<file path="src/rtl/pwm_pkg.sv">
// Shared constants and helpers for the PWM output stage.
// PIN_COUNT is the number of driven pins. PWM_CNT_W is the width of the period counter.
// PWM_DUTY_FULL is the duty code that holds a pin solidly high.
package pwm_pkg;

    localparam int PWM_CNT_W = 8;
    localparam logic [PWM_CNT_W-1:0] PWM_DUTY_FULL = 8'hFF;
    localparam int PIN_COUNT = 16;

    // Prescaler counter width: $clog2 of the prescale value, never below one bit.
    function automatic int prescale_width(input int prescale);
        int w;
        w = $clog2(prescale);
        return (w < 1) ? 1 : w;
    endfunction

    // Compare stage: full-scale duty is a solid high, otherwise high while below duty.
    function automatic logic pwm_compare(input logic [PWM_CNT_W-1:0] cnt,
                                         input logic [PWM_CNT_W-1:0] duty);
        logic level;
        if (duty == PWM_DUTY_FULL) begin
            level = 1'b1;
        end else begin
            level = (cnt < duty);
        end
        return level;
    endfunction

endpackage

</file>
<file path="src/rtl/pwm_output_stage_if.sv">
// Register-side and pad-side signals of the PWM output stage.
// The master modport is used by the SPI register block and the pad ring.
// The slave modport is used by the output stage itself.
interface pwm_output_stage_if;
    import pwm_pkg::*;

    logic [PWM_CNT_W-1:0] en_reg_out_7_0;
    logic [PWM_CNT_W-1:0] en_reg_out_15_8;
    logic [PWM_CNT_W-1:0] en_reg_pwm_7_0;
    logic [PWM_CNT_W-1:0] en_reg_pwm_15_8;
    logic [PWM_CNT_W-1:0] pwm_duty_cycle;
    logic [PWM_CNT_W-1:0] out_7_0;
    logic [PWM_CNT_W-1:0] out_15_8;
    logic                 period_start;

    modport master (
        output en_reg_out_7_0, en_reg_out_15_8,
        output en_reg_pwm_7_0, en_reg_pwm_15_8,
        output pwm_duty_cycle,
        input  out_7_0, out_15_8, period_start
    );

    modport slave (
        input  en_reg_out_7_0, en_reg_out_15_8,
        input  en_reg_pwm_7_0, en_reg_pwm_15_8,
        input  pwm_duty_cycle,
        output out_7_0, out_15_8, period_start
    );

endinterface

</file>
<file path="src/rtl/pwm_timebase.sv">
// PWM timebase: the prescaler divides clk into ticks.
// The 8-bit period counter advances once per tick.
// wrap marks the last clk of each period.
// period_start is a registered pulse in the first clk of the next period.
module pwm_timebase
    import pwm_pkg::*;
#(
    parameter int PRESCALE = 13
) (
    input  logic                 clk,
    input  logic                 rst_n,
    output logic [PWM_CNT_W-1:0] cnt,
    output logic                 wrap,
    output logic                 period_start
);

    localparam int PRESCALE_W = prescale_width(PRESCALE);
    localparam logic [PRESCALE_W-1:0] PRESCALE_LAST = PRESCALE_W'(PRESCALE - 1);
    localparam logic [PWM_CNT_W-1:0]  CNT_LAST      = {PWM_CNT_W{1'b1}};

    logic [PRESCALE_W-1:0] prescaler_r;
    logic [PWM_CNT_W-1:0]  counter_r;
    logic                  period_start_r;
    logic                  tick_s;
    logic                  wrap_s;

    // Tick on the last prescaler count; wrap on the tick that ends the period.
    always_comb begin
        tick_s = (prescaler_r == PRESCALE_LAST);
        wrap_s = tick_s && (counter_r == CNT_LAST);
    end

    // Prescaler, period counter and period_start pulse register.
    always_ff @(posedge clk or negedge rst_n) begin
        if (!rst_n) begin
            prescaler_r    <= {PRESCALE_W{1'b0}};
            counter_r      <= {PWM_CNT_W{1'b0}};
            period_start_r <= 1'b0;
        end else begin
            if (tick_s) begin
                prescaler_r <= {PRESCALE_W{1'b0}};
                counter_r   <= counter_r + PWM_CNT_W'(1);
            end else begin
                prescaler_r <= prescaler_r + PRESCALE_W'(1);
                counter_r   <= counter_r;
            end
            period_start_r <= wrap_s;
        end
    end

    assign cnt          = counter_r;
    assign wrap         = wrap_s;
    assign period_start = period_start_r;

endmodule

</file>
<file path="src/rtl/pwm_output_stage.sv">
// PWM output stage.
// Each of the 16 pins is driven low, driven high, or follows one shared PWM waveform.
// The mode of each pin is selected by the output-enable and PWM-enable registers.
// Macro PWM_SYNC_UPDATE_EN:
//   Defined: the duty shadow loads only at the period wrap, so each period uses a single duty value.
//   Undefined: the duty shadow follows pwm_duty_cycle every clk.
module pwm_output_stage
    import pwm_pkg::*;
#(
    parameter int PRESCALE = 13
) (
    input  logic                clk,
    input  logic                rst_n,
    pwm_output_stage_if.slave   bus
);

    logic [PWM_CNT_W-1:0] cnt_s;
    logic                 wrap_s;
    logic [PWM_CNT_W-1:0] duty_shadow_r;
    logic                 pwm_level_r;
    logic [PIN_COUNT-1:0] en_out_s;
    logic [PIN_COUNT-1:0] en_pwm_s;
    logic [PIN_COUNT-1:0] pin_next_s;
    logic [PIN_COUNT-1:0] pins_r;

    pwm_timebase #(
        .PRESCALE     (PRESCALE)
    ) u_timebase (
        .clk          (clk),
        .rst_n        (rst_n),
        .cnt          (cnt_s),
        .wrap         (wrap_s),
        .period_start (bus.period_start)
    );

    // Combine the split enable registers and select each pin's next drive value.
    always_comb begin
        en_out_s   = {bus.en_reg_out_15_8, bus.en_reg_out_7_0};
        en_pwm_s   = {bus.en_reg_pwm_15_8, bus.en_reg_pwm_7_0};
        pin_next_s = en_out_s & (~en_pwm_s | {PIN_COUNT{pwm_level_r}});
    end

    // Duty shadow register: loads at wrap only, or every clk when free-running.
    always_ff @(posedge clk or negedge rst_n) begin
        if (!rst_n) begin
            duty_shadow_r <= {PWM_CNT_W{1'b0}};
        end else begin
`ifdef PWM_SYNC_UPDATE_EN
            if (wrap_s) begin
                duty_shadow_r <= bus.pwm_duty_cycle;
            end else begin
                duty_shadow_r <= duty_shadow_r;
            end
`else
            duty_shadow_r <= bus.pwm_duty_cycle;
`endif
        end
    end

    // PWM level register, followed by the per-pin mux register.
    always_ff @(posedge clk or negedge rst_n) begin
        if (!rst_n) begin
            pwm_level_r <= 1'b0;
            pins_r      <= {PIN_COUNT{1'b0}};
        end else begin
            pwm_level_r <= pwm_compare(cnt_s, duty_shadow_r);
            pins_r      <= pin_next_s;
        end
    end

    assign bus.out_7_0  = pins_r[PWM_CNT_W-1:0];
    assign bus.out_15_8 = pins_r[PIN_COUNT-1:PWM_CNT_W];

endmodule

</file>
<file path="src/flat_wrapper.sv">
// flat-port wrapper written by rule: the top's interface ports become plain ports
module pwm_output_stage_flat import pwm_pkg::*;
#(
    parameter int PRESCALE = 13
)
  (clk, rst_n, bus_en_reg_out_7_0, bus_en_reg_out_15_8, bus_en_reg_pwm_7_0, bus_en_reg_pwm_15_8, bus_pwm_duty_cycle, bus_out_7_0, bus_out_15_8, bus_period_start);
  pwm_output_stage_if bus_i ();
  input  logic clk;
  input  logic rst_n;
  input wire logic [$bits(bus_i.en_reg_out_7_0)-1:0] bus_en_reg_out_7_0;
  input wire logic [$bits(bus_i.en_reg_out_15_8)-1:0] bus_en_reg_out_15_8;
  input wire logic [$bits(bus_i.en_reg_pwm_7_0)-1:0] bus_en_reg_pwm_7_0;
  input wire logic [$bits(bus_i.en_reg_pwm_15_8)-1:0] bus_en_reg_pwm_15_8;
  input wire logic [$bits(bus_i.pwm_duty_cycle)-1:0] bus_pwm_duty_cycle;
  output wire logic [$bits(bus_i.out_7_0)-1:0] bus_out_7_0;
  output wire logic [$bits(bus_i.out_15_8)-1:0] bus_out_15_8;
  output wire logic [$bits(bus_i.period_start)-1:0] bus_period_start;
  assign bus_i.en_reg_out_7_0 = bus_en_reg_out_7_0;
  assign bus_i.en_reg_out_15_8 = bus_en_reg_out_15_8;
  assign bus_i.en_reg_pwm_7_0 = bus_en_reg_pwm_7_0;
  assign bus_i.en_reg_pwm_15_8 = bus_en_reg_pwm_15_8;
  assign bus_i.pwm_duty_cycle = bus_pwm_duty_cycle;
  assign bus_out_7_0 = bus_i.out_7_0;
  assign bus_out_15_8 = bus_i.out_15_8;
  assign bus_period_start = bus_i.period_start;
  pwm_output_stage #(.PRESCALE(PRESCALE)) u_core (.clk(clk), .rst_n(rst_n), .bus(bus_i));
endmodule
</file>
<file path="config.mk">
export PLATFORM = sky130hd
export DESIGN_NAME = pwm_output_stage_flat
export DESIGN_NICKNAME = d
export VERILOG_FILES = /design/src/rtl/pwm_pkg.sv /design/src/rtl/pwm_output_stage_if.sv /design/src/rtl/pwm_timebase.sv /design/src/rtl/pwm_output_stage.sv /design/src/flat_wrapper.sv
export SDC_FILE = /design/constraint.sdc
export NUM_CORES = 1
export LEC_CHECK = 0
export BUFFER_PORTS_ARGS = -buffer_cell sky130_fd_sc_hd__buf_2
export CORE_MARGIN = 2
export CORE_UTILIZATION = 45
export CTS_CLUSTER_SIZE = 8
export DETAILED_ROUTE_END_ITERATION = 6
export PLACE_DENSITY = 0.75
export SLEW_MARGIN = 0
export SYNTH_ARGS = -nofsm -noshare
export SYNTH_HDL_FRONTEND = slang
export SYNTH_SLANG_ARGS = --single-unit
</file>
<file path="constraint.sdc">
create_clock -name clk -period 2.03 [get_ports clk]
set_input_delay 0.406 -clock clk [delete_from_list [all_inputs] [get_ports clk]]
set_output_delay 0.406 -clock clk [all_outputs]
set_load 0.05 [all_outputs]
</file>
---- Word level (Yosys, flattened, before mapping) ----
Cells that the tools add are included.
operators by class
  add/subtract/negate cells ............... 2
  magnitude comparators ................... 1
  eq/ne operators ......................... 3
  muxes and demuxes ....................... 2
  bitwise logic cells ..................... 3
  reductions and logical operators ........ 1
operators with widths
  cell                                         count
  AND 16 bit                                   1
  equality test 8 bit, second input constant   2
  NOT 16 bit                                   1
  bitwise OR 16 bit                            1
  adder 8 x 1 -> 8 bit, second input constant  1
  < comparator 8 bit                           1
  adder 4 x 1 -> 4 bit, second input constant  1
  equality test 4 bit, second input constant   1
  two-way mux 4 bit                            1
  logical AND 1 bit                            1
  two-way mux 1 bit                            1
storage, ports and cells
  flip-flop bits (word level) ............. 38
  bits of input ports ..................... 42
  output and inout port bits .............. 17
  logic and storage cells ................. 18

---- Longest topological paths before layout ----
Gate-level depths: netlist (run 1).
  depth in word-level cells ............... 3
  depth in mapped cells ................... 6
  gate-level depth less buffers ........... 6

---- By module ----
From an unflattened synthesis (run 1), not the netlist that was laid out.
second synthesis, totals
  cells, all modules ...................... 119
  area, all modules ....................... 1532.7 µm²
by module, submodules not included
  module            times used  cells each  area each (µm²)  seq. area each (µm²)
  pwm_output_stage  1           70          968.4            625.6
  pwm_timebase      1           49          564.3            325.3

---- Worst setup path before layout (run 1) ----
No wires, ideal clock.
  path kind ............................... register to register
  start point ............................. register u_core.u_timebase.prescaler_r[0]
  end point ............................... register u_core.u_timebase.counter_r[1], in the netlist u_core.u_timebase.cnt[1]
  arrival time ............................ 1.201 ns
  required time ........................... 1.905 ns
  path slack .............................. 0.703 ns
  cell stages (with the launch flop) ...... 6
  period minus slack after synthesis ...... 1.327 ns
  cells stage by stage .................... dfrtp_1 inv_1 ha_1 and3_4 buf_8 mux2_4
on the way
  longest elaborated chain between the ends .. 1
RTL lines
  what                    line                source
  from (decl)             pwm_timebase.sv:21  logic [PRESCALE_W-1:0] prescaler_r;
  from (signal assigned)  pwm_timebase.sv:36  prescaler_r <= {PRESCALE_W{1'b0}};
  from (signal assigned)  pwm_timebase.sv:41  prescaler_r <= {PRESCALE_W{1'b0}};
  from (signal assigned)  pwm_timebase.sv:44  prescaler_r <= prescaler_r + PRESCALE_W'(1);
  equality test 4 bit     pwm_timebase.sv:29  tick_s = (prescaler_r == PRESCALE_LAST);
  to (signal assigned)    pwm_timebase.sv:37  counter_r <= {PWM_CNT_W{1'b0}};
  to (signal assigned)    pwm_timebase.sv:42  counter_r <= counter_r + PWM_CNT_W'(1);
  to (signal assigned)    pwm_timebase.sv:45  counter_r <= counter_r;
  to (decl)               pwm_timebase.sv:22  logic [PWM_CNT_W-1:0] counter_r;
Every way passes these cells.
A chain may end at the register's enable or synchronous reset.

---- Worst setup path after layout (run 1) ----
  start point ............................. register u_core.u_timebase.prescaler_r[0]
  end point ............................... register u_core.u_timebase.counter_r[7], in the netlist u_core.u_timebase.cnt[7]
The elaborated chain is that of the path after synthesis.

==> out/results.ini, run 1 <==
[synth]
ys_types=23
synthCells=116
ys_ff_latch=38
yosys-top-cells-area=dfrtp_1 (62%), ha_1 (8.2%), a21boi_0 (7.9%), xnor2_1 (3.4%), inv_1 (3.2%)
yosysSeqAreaShare_pct=62.30
syn-cell-area_um2=1526
synth.most_common_cell=dfrtp_1
ys_warn_count=0
synth_common_cells=dfrtp_1 (38), a21boi_0 (16), inv_1 (13)
ys_async_sr_fraction_pct=100.0
ys.flop_type=dfrtp_1
synth_edf_count=0
synth_fp_nets=168
synth_top_cell_by_area=dfrtp_1
syn_area_per_cell_um2=13.16
synth_top_cell_area_share_pct=62.30

[placed_design]
hpwlAfterDp_um=2228
place_ws_ns=0.6535
io_buffers=58
dp_cells=218
gp_routability_congestion=0.8599

[cts]
cts_buffers=5
clock_sinks=38
cts_max_level=2
clock_latency_ns=0.34
cts_setup_buffers=0
cts_tree=yes
clockBufferDepth=2
cts-root-buf=clkbuf_4
clk_pin_slew_ns=0.12
holdBufCountCts=0
post_cts_resized=0

[critical_path]
cp.required_ns=2.29
slowest_stage=dfrtp_1
path_buf_inv=1
critPathMaxStageDelay_ns=0.42
critical_path.endpoint_type=register
crit_chain=inv_1 > ha_1 > and3_4 > nand3_1 > nor2_2 > xor2_1
crit_type=reg2reg
crit_family=simple AND/OR/NAND/NOR gates
start_kind=register
critPathArrivalTime_ns=1.66
critPathMaxFanout=11

[power_and_ir_drop]
p_per_area_nw_per_um2=701.2
p_leak_nw=0.9600
vdd_drop_max_mv=0.4672

[final_layout]
areaGrowthSynthToFinish_pct=25.74
drive_gt1_share_pct=39.44
fin_cells=226
seqCellArea_um2=950.9
fin_util_pct=58.44
multiInputGateArea_um2=508.0
layout.nets=231
fill_cells=300
antennaDiodeCount=0

[die]
dieWidth_um=62.24
die_height_um=62.24
die_area_um2=3874
io_pins=59
std_cell_rows=21
coreArea_um2=3284
initial_core_util_pct=46.48

[route]
drt_wl_total_um=2760
ant_nets=0
vias_per_cell=4.788
dr.pass1.iters=4
drc=0
vias=1082
drt_iter0_drc=22
wl_per_cell_um=12.21

[global_route]
antenna_found_initial=0
met1_usage_pct=16.97
grt_remaining_overflow=0
grt_max_degree=39
grt_pass1_wl_um=4919
use_met3_pct=5.254
first_global_vias=1188
use_met2_pct=30.30
busiest_layer=met2
grt_use_total_pct=16.27

[sta]
finalHoldViolations=0
tightest_slew_ns=0.7939
period_minus_slack_ns=1.401
slew_violations=0
fin_crit_sh_pct=69.01
fin_ws_ns=0.6291
rsz0062_at_grt=false
relSlewSlack_pct=47.07
skew_ns=0.01317
setup_violations=0
fmax_ghz=0.7138
fin_setup_tns_ns=0

[min_path]
min_path_type=in2async

[job]
max_cap_violations=0

[status]
status=finished clean

## report_power, final
| group | switching, mW | internal, mW | leakage (nW) | total [mW] |
|---|---|---|---|---|
| Clock | 0.237 | 0.166 | 0.0343 | 0.403 |
| Combinational | 0.101 | 0.0519 | 0.476 | 0.153 |
| Sequential | 0.00863 | 0.781 | 0.450 | 0.790 |
| Total | 0.346 | 0.999 | 0.960 | 1.35 |
## placed cells by master, fill, tap and decap left out
master,Yosys,routed
a21boi_0,16,16
a21oi_1,2,2
a221oi_1,1,1
and3_4,2,2
buf_2,0,58
clkbuf_4,0,5
clkbuf_8,0,1
clkinv_2,0,1
clkinvlp_4,0,1
dfrtp_1,38,38
ha_1,10,10
inv_1,13,13
mux2_4,1,1
nand2_1,1,1
nand3_1,3,3
nand3_2,1,1
nand4_1,6,6
nor2_1,3,3
nor2_2,1,1
nor2b_1,1,1
nor3_1,1,1
o21ai_0,3,3
o22a_1,1,1
o41ai_1,2,2
xnor2_1,6,6
xor2_1,2,2
## metrics by stage
| step | instance area, um2 | hold WS [ns] | power (mW) |
|---|---|---|---|
| global route | 1919 | 0.1393 | 1.411 |
| floorplan | 1526 | 0.1104 | 0.8858 |
| global placement | 1856 | 0.4547 | 0.9564 |
| CTS | 1919 | 0.1431 | 1.364 |
| detailed placement | 1856 | 0.4793 | 0.9604 |
| finish | 1919 | 0.1320 | 1.346 |
## registers in the layout (all words and copies together) (netlist names)
name / count
u_core.duty_shadow_r: 8
u_core.pins_r: 16
u_core.pwm_level_r: 1
u_core.u_timebase.cnt: 8
u_core.u_timebase.period_start: 1
u_core.u_timebase.prescaler_r: 4
## worst paths after layout
path,from,to,slack [ns],depth (start not counted)
max reg2reg,u_core.u_timebase.prescaler_r[0]$_DFF_PN0_,u_core.u_timebase.cnt[7]$_DFFE_PN0P_,0.63,6
min reg2reg,u_core.u_timebase.prescaler_r[0]$_DFF_PN0_,u_core.u_timebase.prescaler_r[0]$_DFF_PN0_,0.50,1
max in group asynchronous,rst_n,u_core.u_timebase.prescaler_r[3]$_DFF_PN0_,1.39,1
max,u_core.u_timebase.prescaler_r[0]$_DFF_PN0_,u_core.u_timebase.cnt[7]$_DFFE_PN0P_,0.63,6
min in group clk,bus_pwm_duty_cycle[7],u_core.duty_shadow_r[7]$_DFF_PN0_,0.16,1
min,rst_n,u_core.duty_shadow_r[4]$_DFF_PN0_,0.13,1
## cells by family after synthesis
logic type	synth area share (%)
AO/OA/AOI/OAI	11.80
buffers and inverters	4.426
multiplexers	0.9833
flip-flops	62.29
adder cells (fa/ha/maj)	8.197
XOR/XNOR	4.590
AND/OR/NAND/NOR	7.705
## per-layer routing
layer | up-vias | routed length, um
li1 | 525 | -
met1 | 519 | 1054
met2 | 35 | 1515
met3 | 3 | 161
met4 | 0 | 29
met5 | - | 0
## final cells by class
type	count	share of cell area (%)
Clock buffer	6	2.673
Clock inverter	2	0.6519
Inverter	13	2.542
Multi-Input combinational cell	63	26.47
Sequential cell	38	49.54
Tap cell	46	2.999
Timing Repair Buffer	58	15.12
Note: power is estimated with default switching activity, not from simulation.
==> run 2, diff against run 1 <==
- CORE_UTILIZATION: 45 -> 43
- clock period: 2.03 -> 1.1 ns (I/O delays scaled with it)
==> run 2 against run 1 <==
The flow now finishes with violations (negative setup slack). Critical path depth is the same. Clock skew is essentially flat. Register-to-register slack lost 0.83 ns. Sequential share of layout area shrank 9.6 points. Sequential power grew 86%. First-iteration DRC count shrank 50%. Worst setup slack lost 0.83 ns. Largest power group unchanged. Highest routed layer unchanged.
==> out/results.ini, run 2 (synthesized netlist as in run 1, its figures left out) <==
[critical_path]
r2r_start=u_core.u_timebase.prescaler_r[1]$_DFF_PN0_
slowest_stage=dfrtp_1
crit_start=u_core.u_timebase.prescaler_r[1]$_DFF_PN0_
critPathArrivalTime_ns=1.59
start_kind=register
crit_type=reg2reg
cp.required_ns=1.39
reg2reg_depth=6
crit_chain=inv_2 > ha_4 > and3_4 > nand3_2 > nor2_2 > xor2_1
critPathMaxFanout=5
critical_path.endpoint_type=register
critPathMaxStageDelay_ns=0.41

[cts]
clockBufferDepth=2
clk_pin_slew_ns=0.12
cts_tree=yes
clock_latency_ns=0.36
cts_buffers=5
cts_max_level=2
clock_sinks=38
cts-root-buf=clkbuf_4

[route]
ant_nets=0
drt_iter0_drc=11
dr.pass1.iters=5
vias_per_cell=4.802
drc=0
wl_per_cell_um=14.05
drt_wl_total_um=3554
vias=1215

[min_path]
whs_path_depth=2
min_path_type=in2reg
min_from=bus_en_reg_pwm_15_8[4]

[die]
die_area_um2=4042
die_height_um=63.58
dieWidth_um=63.58
initial_core_util_pct=45.39
std_cell_rows=21
coreArea_um2=3363
io_pins=59

[sta]
fmax_ghz=0.7677
fin_crit_sh_pct=118.4
period_minus_slack_ns=1.303
relSlewSlack_pct=75.39
fin_ws_ns=-0.2026
finalHoldViolations=0
rsz0062_at_grt=true
fin_setup_tns_ns=-1.607
tightest_slew_ns=0.3691
setup_violations=29
slew_violations=0
skew_ns=0.01310

[final_layout]
largest_reg_flops=16
layout.nets=258
fill_cells=267
fin_util_pct=70.83
mostFrequentLayoutCells=buf_2 (41), dfrtp_1 (38), buf_6 (19), a21boi_0 (16), buf_4 (13)
regMostFlops=u_core.pins_r
areaGrowthSynthToFinish_pct=56.07
fin_cells=253
finalInstanceArea_um2=2382
layout_commonest_cell=buf_2
antennaDiodeCount=0
drive_gt1_share_pct=52.17

[placed_design]
io_buffers=58
dp_cells=232
gp_routability_congestion=0.8171
dpl_cell_area_um2=1988
hpwlAfterDp_um=2413
place_ws_ns=-0.2197

[global_route]
first_global_vias=1380
grt_max_degree=25
grt_use_total_pct=20.57
grt_remaining_overflow=0
grt_pass1_wl_um=6251
antenna_found_initial=0

[status]
status=finished, violations left
violations=negative setup slack

[power_and_ir_drop]
p_leak_nw=1.135
vdd_drop_max_mv=0.8076
p_per_area_nw_per_um2=1099

[job]
max_cap_violations=0

[run 2: cell types whose count changed in the layout (fill, tap and decap cells not counted), moves of 3 or more]
cell / change
nor2_2: +3
buf_6: +19
inv_1: -3
ha_4: +3
inv_2: +3
nor2_1: -3
buf_4: +13
ha_1: -3
buf_2: -17
dlygate4sd3_1: +9
[run 2: area by class of cell]
| type | instances | area, um2 | area share (%) |
|---|---|---|---|
| timing repair buffer | 84 | 646.9 | 27.15 |
| sequential | 38 | 950.9 | 39.92 |
| clock inverter | 2 | 12.51 | 0.5252 |
| clock buffer | 6 | 51.30 | 2.153 |
| tap | 46 | 57.56 | 2.416 |
| inverter | 13 | 48.80 | 2.048 |
| multi-input combinational | 64 | 614.3 | 25.79 |
[run 2: power breakdown]
group	leakage, nW	internal (mW)	switching, mW
Sequential	0.450	1.44	0.0232
Combinational	0.651	0.170	0.200
Clock	0.0343	0.307	0.475
[run 2: what timing repair did]
item | in CTS | in global routing
setup endpoints to repair | 29 | 30
endpoints found under the hold margin | 22 | 0
pin swaps | 10 | 9
hold buffers | 9 | 0
gates resized for setup | 48 | 11
setup buffers | 4 | 0
cloned | 1 | 0
[run 2: layer usage]
| layer | vias up | track usage, % | share of wire [%] |
|---|---|---|---|
| met1 | 569 | 21.62 | 38 |
| met4 | 0 | 6.522 | 1.9 |
| met5 | - | 0 | 0 |
| met2 | 56 | 36.58 | 51 |
| li1 | 580 | - | - |
| met3 | 10 | 9.107 | 8.5 |
[run 2: through the flow]
stage	total power, mW	hold WS [ns]
CTS	2.645	0.01940
floorplan	1.635	-0.07559
global placement	1.777	0.1457
global route	2.745	0.008777
detailed placement	1.785	0.1559
finish	2.617	0.03004
[run 2: worst max-delay path: cells and delay by family, from the launching register on]
family | cells | cell delay, ns
and+or+nand+nor | 3 | 0.42
DFF | 1 | 0.41
xor gates and xnor gates | 1 | 0.17
adders and majority gates | 1 | 0.14
buffers and inverters | 1 | 0.09
[run 2: path summary, 6_finish.rpt]
check	end	slack, ns
max	u_core.u_timebase.cnt[7]$_DFFE_PN0P_	-0.20
min	u_core.pins_r[12]$_DFF_PN0_	0.03
max reg2reg	u_core.u_timebase.cnt[7]$_DFFE_PN0P_	-0.20
min reg2reg	u_core.u_timebase.prescaler_r[3]$_DFF_PN0_	0.52
max in group asynchronous	u_core.u_timebase.cnt[5]$_DFFE_PN0P_	0.35
min in group asynchronous	u_core.u_timebase.period_start$_DFF_PN0_	0.29
==> run 3, diff against run 2 <==
- PLACE_DENSITY: 0.75 -> 0.8
==> run 3 against run 2 <==
The flow still finishes with violations (negative setup slack). Cell count down 0.40%. Final area down 0.74%. Global-route usage down 0.64 points. Die area unchanged. Sequential cell count unchanged. Wire length up 9.4%. First-iteration DRC count rose to 3.1 times the previous value. Clock skew down 0.010 ns. Sequential share of layout area up 0.30 points. Clock power down 14%. Maximum frequency up 1.2%. Power down 3.3%. Critical path type unchanged. Highest routed layer unchanged.
==> out/results.ini, run 3 (synthesized netlist as in run 1, its figures left out) <==
[critical_path]
reg2reg_depth=6
critical_path.endpoint_type=register
r2r_start=u_core.u_timebase.prescaler_r[0]$_DFF_PN0_
rrSetupSlack_ns=-0.19
crit_type=reg2reg
worst-path-stages=6
reg2reg_to=u_core.u_timebase.cnt[7]$_DFFE_PN0P_
critPathMaxFanout=5
start_kind=register
cp.required_ns=1.37
crit_chain=inv_2 > ha_4 > and3_4 > nand3_2 > nor2_2 > xor2_1
critPathArrivalTime_ns=1.56
crit_family=simple AND/OR/NAND/NOR gates
critPathMaxStageDelay_ns=0.40
slowest_stage=dfrtp_1
path_buf_inv=1

[die]
dieWidth_um=63.58
io_pins=59
std_cell_rows=21
die_area_um2=4042
coreArea_um2=3363
initial_core_util_pct=45.39
die_height_um=63.58

[power_and_ir_drop]
p_per_area_nw_per_um2=1070
vdd_drop_max_mv=0.6753
p_leak_nw=1.119

[final_layout]
layout_commonest_cell=buf_2
fin_util_pct=70.31
drive_gt1_share_pct=51.94
seqCellArea_um2=950.9
regMostFlops=u_core.pins_r
finalInstanceArea_um2=2365
layout.nets=258
antennaDiodeCount=0
areaGrowthSynthToFinish_pct=54.92
largest_reg_flops=16
multiInputGateArea_um2=625.6
fill_cells=260
fin_cells=252
mostFrequentLayoutCells=buf_2 (41), dfrtp_1 (38), buf_6 (18), a21boi_0 (15), buf_4 (15)

[sta]
tightest_slew_ns=0.3182
fmax_ghz=0.7766
setup_violations=24
skew_ns=0.003032
fin_setup_tns_ns=-1.238
rsz0062_at_grt=true
slew_violations=0
fin_crit_sh_pct=117.1
fin_ws_ns=-0.1877
period_minus_slack_ns=1.288
finalHoldViolations=0
relSlewSlack_pct=78.78

[placed_design]
io_buffers=58
hpwlAfterDp_um=2369
dpl_cell_area_um2=1953
gp_routability_congestion=0.8460
dp_cells=229

[global_route]
grt_max_degree=39
grt_use_total_pct=19.92
first_global_vias=1399
grt_remaining_overflow=0
antenna_found_initial=0
grt_pass1_wl_um=6154

[min_path]
min_path_type=in2reg
whs_path_depth=2
min_from=bus_en_reg_pwm_15_8[6]
holdPathEnd=u_core.pins_r[14]$_DFF_PN0_

[route]
drt_iter0_drc=34
ant_nets=0
vias=1240
drc=0
vias_per_cell=4.921
dr.pass1.iters=4
drt_wl_total_um=3889
wl_per_cell_um=15.43

[cts]
clock_sinks=38
clock_latency_ns=0.34
cts-root-buf=clkbuf_4
clk_pin_slew_ns=0.11
cts_tree=yes
cts_max_level=2
clockBufferDepth=2
cts_buffers=5

[status]
status=finished, violations left
violations=negative setup slack

[job]
max_cap_violations=0

[run 3: cell types whose count changed in the layout (fill, tap and decap cells not counted), moves of 2 or more]
cell,change
a21oi_2,-2
nor2_2,-2
ha_1,-3
ha_2,+2
nor2_1,+2
buf_4,+2
[run 3: power breakdown]
part / switching (mW) / internal [mW] / leakage, nW / total, mW
clock: 0.447 / 0.230 / 0.0308 / 0.676
sequential: 0.0258 / 1.44 / 0.450 / 1.47
combinational: 0.208 / 0.177 / 0.638 / 0.386
[run 3: area by class of cell]
| class | count | share of cell area, % |
|---|---|---|
| multi-input cells | 64 | 26.46 |
| flip-flops and latches | 38 | 40.21 |
| inverters | 13 | 2.222 |
| clock buffers | 5 | 1.587 |
| well taps | 46 | 2.434 |
| repair buffers | 84 | 26.67 |
| clock inverters | 2 | 0.4233 |
[run 3: repair_timing]
action	4_1_cts	5_1_grt
setup buffers	3	4
pin swaps	10	8
cloned	1	0
setup endpoints to repair	29	35
gates resized for setup	42	19
hold buffers	9	0
endpoints found under the hold margin	46	0
[run 3: through the flow]
stage	total power [mW]	hold slack, ns	setup WS (ns)
2_1_floorplan	1.635	-0.07559	-0.2231
3_3_place_gp	1.771	0.1929	-0.1333
3_5_place_dp	1.782	0.1992	-0.2468
4_1_cts	2.515	0.03171	-0.2594
5_1_grt	2.617	0.03704	-0.2761
6_report	2.530	0.04220	-0.1877
[run 3: worst max-delay path by stage]
stage | from | endpoint | slack [ns]
after floorplan | u_core.u_timebase.prescaler_r[0]$_DFF_PN0_ | u_core.u_timebase.cnt[1]$_DFFE_PN0P_ | -0.22
after global placement | u_core.u_timebase.prescaler_r[1]$_DFF_PN0_ | u_core.u_timebase.cnt[1]$_DFFE_PN0P_ | -0.13
after detailed placement | u_core.duty_shadow_r[5]$_DFF_PN0_ | u_core.pwm_level_r$_DFF_PN0_ | -0.25
after CTS | u_core.u_timebase.cnt[5]$_DFFE_PN0P_ | u_core.pwm_level_r$_DFF_PN0_ | -0.26
after global routing | u_core.u_timebase.prescaler_r[0]$_DFF_PN0_ | u_core.u_timebase.cnt[7]$_DFFE_PN0P_ | -0.28
final | u_core.u_timebase.prescaler_r[0]$_DFF_PN0_ | u_core.u_timebase.cnt[7]$_DFFE_PN0P_ | -0.19
[run 3: worst register-to-register path: stages, from the launching register on]
cell     delay (ns)
dfrtp_1        0.40
inv_2          0.08
ha_4           0.14
and3_4         0.22
nand3_2        0.08
nor2_2         0.13
xor2_1         0.16
[run 3: per-layer routing]
layer | track usage [%] | part of all wire [%]
met5 | 0 | 0
met4 | 6.793 | 1.2
met3 | 6.250 | 5.7
met2 | 35.53 | 52
met1 | 22.35 | 41
